$ cat src/rtl/mac_pkg.sv
// Shared types and helpers for the MAC row result path.
package mac_pkg;

    typedef enum logic [1:0] {IDLE, SETTLE, CAPTURE, DRAIN} drain_state_t;

    localparam int DEFAULT_SETTLE_CYCLES = 2;

    function automatic int idx_width(input int n);
        return (n <= 1) ? 1 : $clog2(n);
    endfunction

endpackage

$ cat src/rtl/mac_result_drain_shadow_bank.sv
// Snapshot registers for every MAC Cout with an indexed read port.
module mac_shadow_bank
    import mac_pkg::*;
#(
    parameter int NUM_MAC   = 8,
    parameter int ACC_WIDTH = 24,
    parameter int IW        = 3
) (
    input  logic                         clk,
    input  logic                         rst,
    input  logic                         load_i,
    input  logic [NUM_MAC*ACC_WIDTH-1:0] cout_i,
    input  logic [IW-1:0]                idx_i,
    output logic [ACC_WIDTH-1:0]         data_o
);

    logic [ACC_WIDTH-1:0] shadow_q [NUM_MAC];

    always_ff @(posedge clk) begin
        if (rst) begin
            for (int i = 0; i < NUM_MAC; i++) begin
                shadow_q[i] <= '0;
            end
        end else if (load_i) begin
            for (int i = 0; i < NUM_MAC; i++) begin
                shadow_q[i] <= cout_i[i*ACC_WIDTH +: ACC_WIDTH];
            end
        end
    end

    always_comb begin
        data_o = '0;
        for (int i = 0; i < NUM_MAC; i++) begin
            if (idx_i == IW'(i)) begin
                data_o = shadow_q[i];
            end
        end
    end

endmodule

$ cat src/rtl/mac_result_drain.sv
// Waits for the MAC pipeline to settle, snapshots and clears the row,
// then streams the snapshot out over a valid/ready port.
module mac_result_drain
    import mac_pkg::*;
#(
    parameter int DATA_WIDTH    = 8,
    parameter int ACC_WIDTH     = DATA_WIDTH*3,
    parameter int NUM_MAC       = 8,
    parameter int SETTLE_CYCLES = DEFAULT_SETTLE_CYCLES
) (
    input  logic                              clk,
    input  logic                              rst,
    input  logic                              start,
    input  logic [NUM_MAC*ACC_WIDTH-1:0]      mac_cout,
    output logic                              mac_clr,
    output logic                              busy,
    output logic                              m_valid,
    input  logic                              m_ready,
    output logic [ACC_WIDTH-1:0]              m_data,
    output logic [idx_width(NUM_MAC)-1:0]     m_idx,
    output logic                              m_last,
    output logic                              done
);

    localparam int IW = idx_width(NUM_MAC);
    localparam int CW = idx_width(SETTLE_CYCLES + 1);
    localparam logic [IW-1:0] LAST_IDX = IW'(NUM_MAC - 1);
    localparam logic [CW-1:0] CNT_LOAD =
        CW'((SETTLE_CYCLES > 0) ? SETTLE_CYCLES - 1 : 0);

    drain_state_t  state_q, state_d;
    logic [CW-1:0] cnt_q, cnt_d;
    logic [IW-1:0] idx_q, idx_d;
    logic          done_q, done_d;
    logic          load;

    always_ff @(posedge clk) begin
        if (rst) begin
            state_q <= IDLE;
            cnt_q   <= '0;
            idx_q   <= '0;
            done_q  <= 1'b0;
        end else begin
            state_q <= state_d;
            cnt_q   <= cnt_d;
            idx_q   <= idx_d;
            done_q  <= done_d;
        end
    end

    // done_q doubles as a one-cycle lockout so start is ignored while done=1
    always_comb begin
        state_d = state_q;
        cnt_d   = cnt_q;
        idx_d   = idx_q;
        done_d  = 1'b0;
        load    = 1'b0;
        unique case (state_q)
            IDLE: begin
                if (start && !done_q) begin
                    if (SETTLE_CYCLES > 0) begin
                        state_d = SETTLE;
                        cnt_d   = CNT_LOAD;
                    end else begin
                        state_d = CAPTURE;
                    end
                end
            end
            SETTLE: begin
                if (cnt_q == '0) begin
                    state_d = CAPTURE;
                end else begin
                    cnt_d = cnt_q - CW'(1);
                end
            end
            CAPTURE: begin
                load    = 1'b1;
                idx_d   = '0;
                state_d = DRAIN;
            end
            DRAIN: begin
                if (m_ready) begin
                    if (idx_q == LAST_IDX) begin
                        state_d = IDLE;
                        idx_d   = '0;
                        done_d  = 1'b1;
                    end else begin
                        idx_d = idx_q + IW'(1);
                    end
                end
            end
            default: state_d = IDLE;
        endcase
    end

    mac_shadow_bank #(
        .NUM_MAC   (NUM_MAC),
        .ACC_WIDTH (ACC_WIDTH),
        .IW        (IW)
    ) u_bank (
        .clk    (clk),
        .rst    (rst),
        .load_i (load),
        .cout_i (mac_cout),
        .idx_i  (idx_q),
        .data_o (m_data)
    );

    assign mac_clr = (state_q == CAPTURE);
    assign m_valid = (state_q == DRAIN);
    assign busy    = (state_q != IDLE) || done_q;
    assign m_last  = m_valid && (idx_q == LAST_IDX);
    assign m_idx   = idx_q;
    assign done    = done_q;

endmodule
$ cat config.mk
export PLATFORM = sky130hd
export DESIGN_NAME = mac_result_drain
export DESIGN_NICKNAME = d
export VERILOG_FILES = /design/src/rtl/mac_pkg.sv /design/src/rtl/mac_result_drain_shadow_bank.sv /design/src/rtl/mac_result_drain.sv
export SDC_FILE = /design/constraint.sdc
export NUM_CORES = 1
export LEC_CHECK = 0
export ABC_AREA = 1
export BUFFER_PORTS_ARGS = -buffer_cell sky130_fd_sc_hd__buf_4
export CAP_MARGIN = 20
export CORE_MARGIN = 8
export CORE_UTILIZATION = 55
export DETAILED_ROUTE_END_ITERATION = 16
export MAX_ROUTING_LAYER = met4
export PLACE_DENSITY = 0.81
export SETUP_SLACK_MARGIN = 0.02
export SYNTH_ARGS = -nofsm -noshare
export SYNTH_HDL_FRONTEND = slang
export SYNTH_SLANG_ARGS = --single-unit
export TNS_END_PERCENT = 100
$ cat constraint.sdc
create_clock -name clk -period 6.4 [get_ports clk]
set_input_delay 0.64 -clock clk [delete_from_list [all_inputs] [get_ports clk]]
set_output_delay 0.64 -clock clk [all_outputs]
set_load 0.01 [all_outputs]
==> results of run 1 <==
==> area by class of cell <==
type | count | share of cell area (%)
Inverter | 307 | 9.092
Tap cell | 234 | 2.310
Clock buffer | 18 | 3.386
Antenna cell | 1 | 0.01974
Timing Repair Buffer | 232 | 13.84
Clock inverter | 13 | 1.204
Multi-Input combinational cell | 724 | 23.40
Sequential cell | 200 | 46.75
==> state kept, by name, summed over array words and instances (netlist names) <==
signal / cells
done: 1
cnt_q: 2
state_q: 2
m_idx: 3
u_bank.shadow_q: 192
==> power groups by stage <==
stage                     Combinational, W  Clock, W  Sequential [W]
after global routing              0.000873   0.00114         0.00188
after global placement            0.000769         0         0.00188
after floorplan                   0.000450         0         0.00189
final                             0.000782   0.00109         0.00186
after detailed placement          0.000787         0         0.00189
after CTS                         0.000790   0.00109         0.00186
==> cell families (layout without fill, tap and decap cells) <==
logic type | after synthesis | count (layout) | share of synthesized area (%)
simple gates | 675 | 675 | 25.26
compound gates | 37 | 37 | 1.831
buf+inv | 368 | 570 | 14.02
fa+ha+maj | 12 | 12 | 1.455
flops | 200 | 200 | 57.43
other cells | 0 | 1 | 0
==> per-stage QoR <==
step	worst slack, ns	total power, W	util, %
2_1_floorplan	2.762	0.002335	-
3_3_place_gp	3.162	0.002648	65.07
3_5_place_dp	3.078	0.002675	65.07
4_1_cts	2.591	0.003745	68.20
5_1_grt	2.303	0.003900	68.22
6_report	2.605	0.003731	68.22
==> critical path: stages, from the launching register on <==
cell and delay (ns):
sky130_fd_sc_hd__dfxtp_1 0.52, sky130_fd_sc_hd__inv_2 0.29, sky130_fd_sc_hd__ha_1 0.29, sky130_fd_sc_hd__buf_4 0.21
sky130_fd_sc_hd__inv_1 0.56, sky130_fd_sc_hd__o21ai_0 0.26, sky130_fd_sc_hd__inv_1 0.11, sky130_fd_sc_hd__nand2_1 0.06
sky130_fd_sc_hd__nand2_1 0.06, sky130_fd_sc_hd__nand2_1 0.05, sky130_fd_sc_hd__nand2_1 0.06, sky130_fd_sc_hd__nand2_1 0.05
sky130_fd_sc_hd__nand2_1 0.06, sky130_fd_sc_hd__buf_4 0.12
==> placed cells by master (no fill, tap or decap) <==
| cell | count |
|---|---|
| sky130_fd_sc_hd__ha_2 | 1 |
| sky130_fd_sc_hd__inv_6 | 2 |
| sky130_fd_sc_hd__nor2_1 | 293 |
| sky130_fd_sc_hd__dfxtp_1 | 8 |
| sky130_fd_sc_hd__clkinv_2 | 3 |
| sky130_fd_sc_hd__buf_12 | 1 |
| sky130_fd_sc_hd__nand3_1 | 49 |
| sky130_fd_sc_hd__a21oi_1 | 8 |
| sky130_fd_sc_hd__clkbuf_16 | 17 |
| sky130_fd_sc_hd__or2_4 | 1 |
| sky130_fd_sc_hd__bufinv_16 | 3 |
| sky130_fd_sc_hd__inv_1 | 291 |
| sky130_fd_sc_hd__nand2_2 | 3 |
| sky130_fd_sc_hd__nor2_2 | 1 |
| sky130_fd_sc_hd__inv_2 | 1 |
| sky130_fd_sc_hd__buf_4 | 231 |
| sky130_fd_sc_hd__clkbuf_1 | 1 |
| sky130_fd_sc_hd__clkinvlp_4 | 3 |
| sky130_fd_sc_hd__nand2_4 | 1 |
| sky130_fd_sc_hd__edfxtp_1 | 192 |
| sky130_fd_sc_hd__clkinv_1 | 17 |
| sky130_fd_sc_hd__a221oi_1 | 1 |
| sky130_fd_sc_hd__nor3_1 | 1 |
| sky130_fd_sc_hd__or2_2 | 2 |
| sky130_fd_sc_hd__diode_2 | 1 |
| sky130_fd_sc_hd__o21ai_0 | 23 |
| sky130_fd_sc_hd__nand2_1 | 324 |
| sky130_fd_sc_hd__ha_1 | 11 |
| sky130_fd_sc_hd__o21ai_1 | 5 |
==> final timing paths <==
check | from | endpoint | slack [ns]
hold / removal | cnt_q[1]$_SDFFE_PP0P_ | cnt_q[1]$_SDFFE_PP0P_ | 0.47
setup reg to reg | state_q[0]$_SDFFE_PP0P_ | u_bank.shadow_q[3][13]$_SDFFCE_PN0P_ | 3.76
setup / recovery | m_idx[2]$_SDFFE_PP0P_ | m_data[4] | 2.61
hold reg to reg | cnt_q[1]$_SDFFE_PP0P_ | cnt_q[1]$_SDFFE_PP0P_ | 0.47
==> routing by layer <==
layer,GRT usage (%),up-vias
li1,-,4195
met1,23.58,3791
met2,41.22,294
met3,3.862,52
met4,9.566,0
met5,-,-
==> results.md, run 1 <==
Timing:
- The hold violation count in the final report is 0.
- The final max-slew violation count is 0.
- For the final routed database, the setup TNS stands at 0 ns.
- The clock tree skew after final layout is 0.008577 ns.
- The share of the cycle needed by the critical path after routing is 59.30%.
- Based on the critical path, the design can be clocked at up to 263.5 MHz.
- The count of final setup violators is 0.
- Setup repair after global routing left no endpoint under its margin.
- The post-route minimum period is about 3.8 ns.
- The worst slew margin relative to its limit is 29.31%.
- Hold timing on the final database bottoms out at a slack of 0.4707 ns.
- For the pin with the worst max-slew slack, the measured transition is 1.059 ns.

Power:
- Internal power comes to 0.002676 W.
- The power density of the placed cells is 294.4 nW/µm².
- The leakage dissipation is 6.754 nW.
- In this run, the clock network consumes 29.1% of the power.
- Net switching is 28.29% of the power.
- The maximum vdd drop is roughly 210 µV.
- The switching power is 0.001055 W.
- The logic gate share of total power is about a fifth.
- Sequential cells burn 49.9% of the power.

Clock tree:
- The clock reaches the later pin of the worst-skew pair after 0.43 ns.
- TritonCTS built the clock tree.
- After clock tree synthesis, the flow added hold-fix buffers numbering 0.
- After clock tree synthesis, the clock-pin slew on the worst setup and hold paths is 0.07 ns.
- Once the clock tree was built, the setup fixing pass inserted 0 buffers.
- Counting along the longest clock path gives a buffer depth of 2.
- The H-tree was split into 4 levels.
- The number of instances resized during post-cts repair is 0.
- In this run, CTS created clock tree buffers numbering 17.
- The cell sitting at the root of the clock tree is a sky130_fd_sc_hd__clkbuf_16.
- The clock sink count is 200.

Routing:
- After detailed routing, the number of vias per cell comes to between 4 and 5.
- The routed length on met2 is 13.81 mm.
- The total routed wire length on the met1 layer is between 9 and 10 mm.
- The met3 wire length is roughly 1.4 mm.
- The average wire per cell in the routed design is 14.80 µm.
- The highest metal layer carrying signal wires in the routed design is met4.
- The antenna violation net count after detailed routing is 0.
- The routed layout has 8,332 vias.
- The pre-antenna-repair detailed-routing pass consisted of 5 iterations.
- After detailed routing, the total wire length is 25.59 mm.
- The starting DRC count in detailed routing is between 500 and 600.
- In the routed design, unresolved DRC markers number 0.

Layout:
- The count of fill cells added during filler insertion is 1,493.
- In the final design database the tool counted 1,690 nets.
- The register cell area after layout is 5926 µm².
- Leaving out filler cells and counting taps, the final layout contains 1,729.
- The area of combinational cells with multiple inputs is 2965 µm².
- The area overhead of the layout relative to synthesis is 22.85%.
- The finished cells cover 12,670 µm².
- The fraction of layout cells with a size suffix above 1 is between 10% and 20%.

Synthesis:
- Synthesis instantiated 21 different standard cells from the library.
- Summing every instance area after synthesis gives roughly 10,000 µm².
- During synthesis, Yosys emitted a total of 0 warnings.
- The most area-hungry cell type in the Yosys netlist is sky130_fd_sc_hd__edfxtp_1.
- In this run the mean area of a mapped cell was 7.986 µm².
- The count of flip-flops with a built-in enable after synthesis is 192.
- The predominant post-synthesis flop cell is sky130_fd_sc_hd__edfxtp_1.
- The share of the yosys chip area belonging to registers is 57.43%.
- Counting instances in the post-synthesis netlist gives the leading cell types as sky130_fd_sc_hd__nand2_1, sky130_fd_sc_hd__nor2_1, sky130_fd_sc_hd__inv_1.
- The most numerous cell in the Yosys netlist is sky130_fd_sc_hd__nand2_1.
- Counting every instance in the synthesized netlist gives 1,292.
- In this run the biggest area consumer among cell types represents 55.88% of the synthesized area.
- Yosys attributes the largest share of cell area to sky130_fd_sc_hd__edfxtp_1, sky130_fd_sc_hd__nand2_1, sky130_fd_sc_hd__nor2_1.
- Of all flip-flops after synthesis, the portion carrying an async set or reset was 0%.
- The number of nets in the synthesized netlist is 1,500.
- Synthesis inferred 200 register bits.

Floorplanning:
- 228 I/O pins were placed.
- In this run the core area contains 50 standard-cell rows.
- For this configuration, the core starts out at a cell density of 55.53%.
- From left edge to right edge, the die measures 153.0 µm.
- The die outline area is 23,400 µm².
- The chip height is 153.0 µm.
- The placeable core area is 18,580 µm².

Critical path:
- The arrival time reported for the critical path endpoint is 3.15 ns.
- STA classifies the critical path startpoint as a flip-flop.
- In this run the worst path has a maximum fanout of 26.
- The critical path start-end classification is flip-flop to output pin.
- Measured in cells, the most critical reg-to-reg path has a length of 4.
- The worst setup path is captured at an output pin.
- At the worst endpoint, the required time is 5.76 ns.

Placement:
- After detailed placement, the total cell area comes to roughly 12,000 µm².
- Including well taps, the total number of placed cells is 1,697.
- At the end of routability-driven placement, the weighted congestion stood at roughly 0.96.
- The number of buffers inserted by port buffering is 227.
- Summed over all nets, the half-perimeter wirelength after detailed placement is 17.82 mm.

GRT:
- Global routing used a little under a quarter of the available tracks.
- The total overflow left after global routing is 0.
- The initial antenna violation count came to 1.
- The via count of the first global-routing pass came to 8,382.
- The first global-routing pass estimated roughly 41 mm of wire.
- The pin count of the biggest net entering global routing is 135.

Worst hold path:
- The class of the tightest hold or removal check is flip-flop to flip-flop.
- Counting instances, the worst hold path has a depth of 2.

Run:
- Across the run, the number of max-cap violations was 0.

Outcome:
- The run finished with clean final reports.
Note: power is estimated with default switching activity, not from simulation.
==> inputs of run 2 (changes only) <==
--- a/config.mk
+++ b/config.mk
@@ -9,10 +9,10 @@
 export BUFFER_PORTS_ARGS = -buffer_cell sky130_fd_sc_hd__buf_4
 export CAP_MARGIN = 20
 export CORE_MARGIN = 8
-export CORE_UTILIZATION = 55
+export CORE_UTILIZATION = 50
 export DETAILED_ROUTE_END_ITERATION = 16
 export MAX_ROUTING_LAYER = met4
-export PLACE_DENSITY = 0.81
+export PLACE_DENSITY = 0.77
 export SETUP_SLACK_MARGIN = 0.02
 export SYNTH_ARGS = -nofsm -noshare
 export SYNTH_HDL_FRONTEND = slang
==> constraint.sdc (replaced) <==
create_clock -name clk -period 3.3 [get_ports clk]
set_input_delay 0.33 -clock clk [delete_from_list [all_inputs] [get_ports clk]]
set_output_delay 0.33 -clock clk [all_outputs]
set_load 0.01 [all_outputs]
==> results.md, run 2 (synthesis results as in run 1) <==
Outcome:
- The flow ran to the end, and the final reports show no timing, DRC or antenna violations.

Layout:
- In the final layout, the share of cells above drive strength 1 is 18.76%.
- The count of fill cells added during filler insertion is 1,751.
- More flip-flops sit in one register than any other, and that register is u_bank.shadow_q.
- After the last flow step, the layout net total stands at 1,698.
- After routing the design area is 12,840 µm².
- The most common cell after layout, fill and taps aside is sky130_fd_sc_hd__nand2_1.
- The register with the most flip-flops in the layout has 192 of them.
- The top cell types in the final layout, fill and taps aside, are sky130_fd_sc_hd__nand2_1, sky130_fd_sc_hd__nor2_1, sky130_fd_sc_hd__inv_1, sky130_fd_sc_hd__buf_4, sky130_fd_sc_hd__edfxtp_1.
- The number of cells in the finished layout apart from fillers is 1,774.
- From synthesis to final layout, the design area changed by 24.47%.

Critical path:
- The worst setup path is of the flip-flop to output pin kind.
- The highest net fanout along the worst path is 13.
- The launching instance or port of the critical path is m_idx[0]$_SDFFE_PP0P_.
- The critical path ends at m_data[4].
- The type of element launching the critical path is a flip-flop.
- The startpoint identified for the worst register-to-register timing path is m_idx[1]$_SDFFE_PP0P_.
- The endpoint required time on the critical path is 2.97 ns.
- Setup slack on the worst reg-to-reg path comes out at 1.08 ns.
- STA puts the critical path data arrival time at between 2 and 3 ns.
- For the worst flop-to-flop path, the logic depth is 7.
- STA classifies the critical path endpoint as an output pin.
- The endpoint identified for the worst register-to-register timing path is state_q[1]$_SDFFE_PP0P_.

Timing:
- The setup TNS after final layout is 0 ns.
- The final max-slew violation count came to 0.
- The actual transition at the worst max-transition pin is 1.037 ns.
- The maximum achievable frequency is 335.9 MHz.
- Between clock sinks in the finished design, the worst skew comes to 0.01267 ns.
- Setup repair after global routing left no endpoint under its margin.
- After layout, the worst setup slack is approximately 0.32 ns.
- The count of final setup violators is 0.
- The hold violation count in the final report came to 0.
- Counting I/O delays and the setup requirement, the final critical path takes 2.977 ns.
- In this run the tightest slew margin relative to its limit is between 30% and 40%.
- Dividing the final minimum period by the clock period gives 90.21%.

Clock tree:
- The post-CTS clock slew at the launch and capture registers of the worst setup and hold paths is 0.07 ns.
- For this design, the sink count on the clock tree is 200.
- After clock tree synthesis, the repair step resized 0 gates.
- The root buffer cell chosen for the clock tree is sky130_fd_sc_hd__clkbuf_16.
- TritonCTS built the clock tree.
- The insertion delay of the later-clocked pin in the worst-skew pair is 0.44 ns.
- The hold buffer count at CTS is 0.
- Counting the buffers created by CTS gives 17.
- The H-tree was split into 4 levels.
- Counting along the longest clock path gives a buffer depth of 2.
- Buffers added to address setup during post-CTS repair amount to 0.

Floorplanning:
- The die is ~160 µm tall.
- 228 I/O pins were placed.
- The die extent in x is 159.7 µm.
- The row count is 52.
- The region available for standard cell placement spans 20,230 µm².
- The initial core utilization is between 50% and 60%.
- The die outline area is 25,490 µm².

Routing:
- The first-pass iteration count of the detailed router is 5.
- The routed wire length is about 26 mm.
- After the first detailed-routing iteration, the DRC count stood at 562.
- The detailed router placed 8,199 vias in this run.
- The final routed DRC violation total is 0.
- The antenna violation net count after detailed routing is 0.
- Dividing the detail-routed via count by the number of cells gives ~4.6.
- After detailed routing, the average wire length per cell comes to roughly 14 µm.

Placement:
- The number of placed instances, taps included, is 1,741.
- Once placement finished, the instance area stood at ~12,000 µm².
- The congestion estimate from routability-driven global placement came to 0.8727.
- The HPWL reported at the end of detailed placement is 18.37 mm.
- The number of buffers inserted by port buffering is 227.
- Prior to clock tree synthesis, the placed netlist has a worst setup slack of 0.8152 ns.

Power:
- Net switching is 29.59% of the power.
- The internal portion of the total power is 0.005117 W.
- The logic gate share of total power is 21.3%.
- The maximum vdd drop is 351.6 µV.
- Of the total power, the clock network draws roughly 29%.
- In this run the power density over the cells is 565.9 nW/µm².
- The switching power is around 0.0022 W.
- The analysis attributes to cell leakage a power of around 6.8 nW.
- Of the total power, registers draw between 40 and 50%.

GRT:
- The first global-routing pass estimated 41.00 mm of wire.
- The pin count of the biggest net entering global routing is 75.
- Summed over all layers, the global routing overflow is 0.
- Across every metal layer, demand over resource in global routing totals 20.85%.
- The via count of the first global-routing pass is roughly 8,300.
- The initial antenna violation count came to 1.

Worst hold path:
- The class of the tightest hold or removal check is primary input to flip-flop.

Run:
- The reported max-cap violation count is 0.
## run 2: changes by cell type in the layout (fill, tap and decap cells not counted)
cell	delta
sky130_fd_sc_hd__buf_4	+5
sky130_fd_sc_hd__clkinv_4	+2
sky130_fd_sc_hd__inv_8	+3
sky130_fd_sc_hd__clkinvlp_4	-2
sky130_fd_sc_hd__clkinv_2	-3
sky130_fd_sc_hd__inv_6	+3
sky130_fd_sc_hd__bufinv_16	-2
sky130_fd_sc_hd__clkinv_1	-2
sky130_fd_sc_hd__clkbuf_1	-1
sky130_fd_sc_hd__buf_12	+3
sky130_fd_sc_hd__clkinv_8	+3
## run 2: metrics by stage
stage | hold slack [ns] | util (%) | total power, W
after CTS | 0.09692 | 63.46 | 0.007328
after floorplan | 0.4325 | - | 0.004506
after global placement | 0.4485 | 60.46 | 0.005183
after global routing | 0.1150 | 63.47 | 0.007629
final | 0.1188 | 63.47 | 0.007268
after detailed placement | 0.4567 | 60.46 | 0.005228
## run 2: layout make-up
cell class	count	area [µm²]	area share, %
antenna	1	2.502	0.01949
clock buffer	17	425.4	3.313
clock inverter	15	181.4	1.413
inverter	307	1152	8.973
multi-input combinational	724	2965	23.09
sequential	200	5926	46.14
tap	270	337.8	2.631
timing repair buffer	240	1852	14.42
## run 2: power groups by stage
stage          Clock, W  Sequential [W]  Combinational [W]
5_1_grt         0.00224         0.00365            0.00174
2_1_floorplan         0         0.00363           0.000875
3_3_place_gp          0         0.00365            0.00153
6_report        0.00212         0.00360            0.00154
4_1_cts         0.00215         0.00360            0.00157
3_5_place_dp          0         0.00366            0.00157
## run 2: per-layer routing
metal | GRT usage (%) | vias to the layer above | share of wire (%) | wire length, µm
met5 | - | - | 0 | 0
met4 | 7.461 | 0 | 2.7 | 679
met3 | 3.907 | 44 | 4.7 | 1194
met2 | 37.60 | 244 | 53 | 13620
met1 | 22.57 | 3688 | 39 | 10050
li1 | - | 4223 | - | -
## run 2: how the worst min path moves through the flow
stage / from / to / slack [ns] / cells after the start
after floorplan: cnt_q[1]$_SDFFE_PP0P_ / cnt_q[1]$_SDFFE_PP0P_ / 0.43 / 2
after global placement: cnt_q[1]$_SDFFE_PP0P_ / cnt_q[1]$_SDFFE_PP0P_ / 0.45 / 2
after detailed placement: cnt_q[1]$_SDFFE_PP0P_ / cnt_q[1]$_SDFFE_PP0P_ / 0.46 / 2
after CTS: rst / m_idx[2]$_SDFFE_PP0P_ / 0.1 / 2
after global routing: rst / m_idx[1]$_SDFFE_PP0P_ / 0.11 / 2
final: rst / m_idx[2]$_SDFFE_PP0P_ / 0.12 / 2
## run 2: critical path, stage by stage, from the launching register on
cell and delay [ns]:
sky130_fd_sc_hd__dfxtp_1 0.35, sky130_fd_sc_hd__inv_1 0.10, sky130_fd_sc_hd__ha_1 0.19, sky130_fd_sc_hd__inv_1 0.06
sky130_fd_sc_hd__nor2_2 0.43, sky130_fd_sc_hd__buf_4 0.31, sky130_fd_sc_hd__nand3_1 0.09, sky130_fd_sc_hd__nand2_1 0.12
sky130_fd_sc_hd__nand2_1 0.08, sky130_fd_sc_hd__nand2_1 0.08, sky130_fd_sc_hd__nand2_1 0.07, sky130_fd_sc_hd__nand2_1 0.07
sky130_fd_sc_hd__nand2_1 0.05, sky130_fd_sc_hd__nand2_1 0.08, sky130_fd_sc_hd__buf_4 0.13
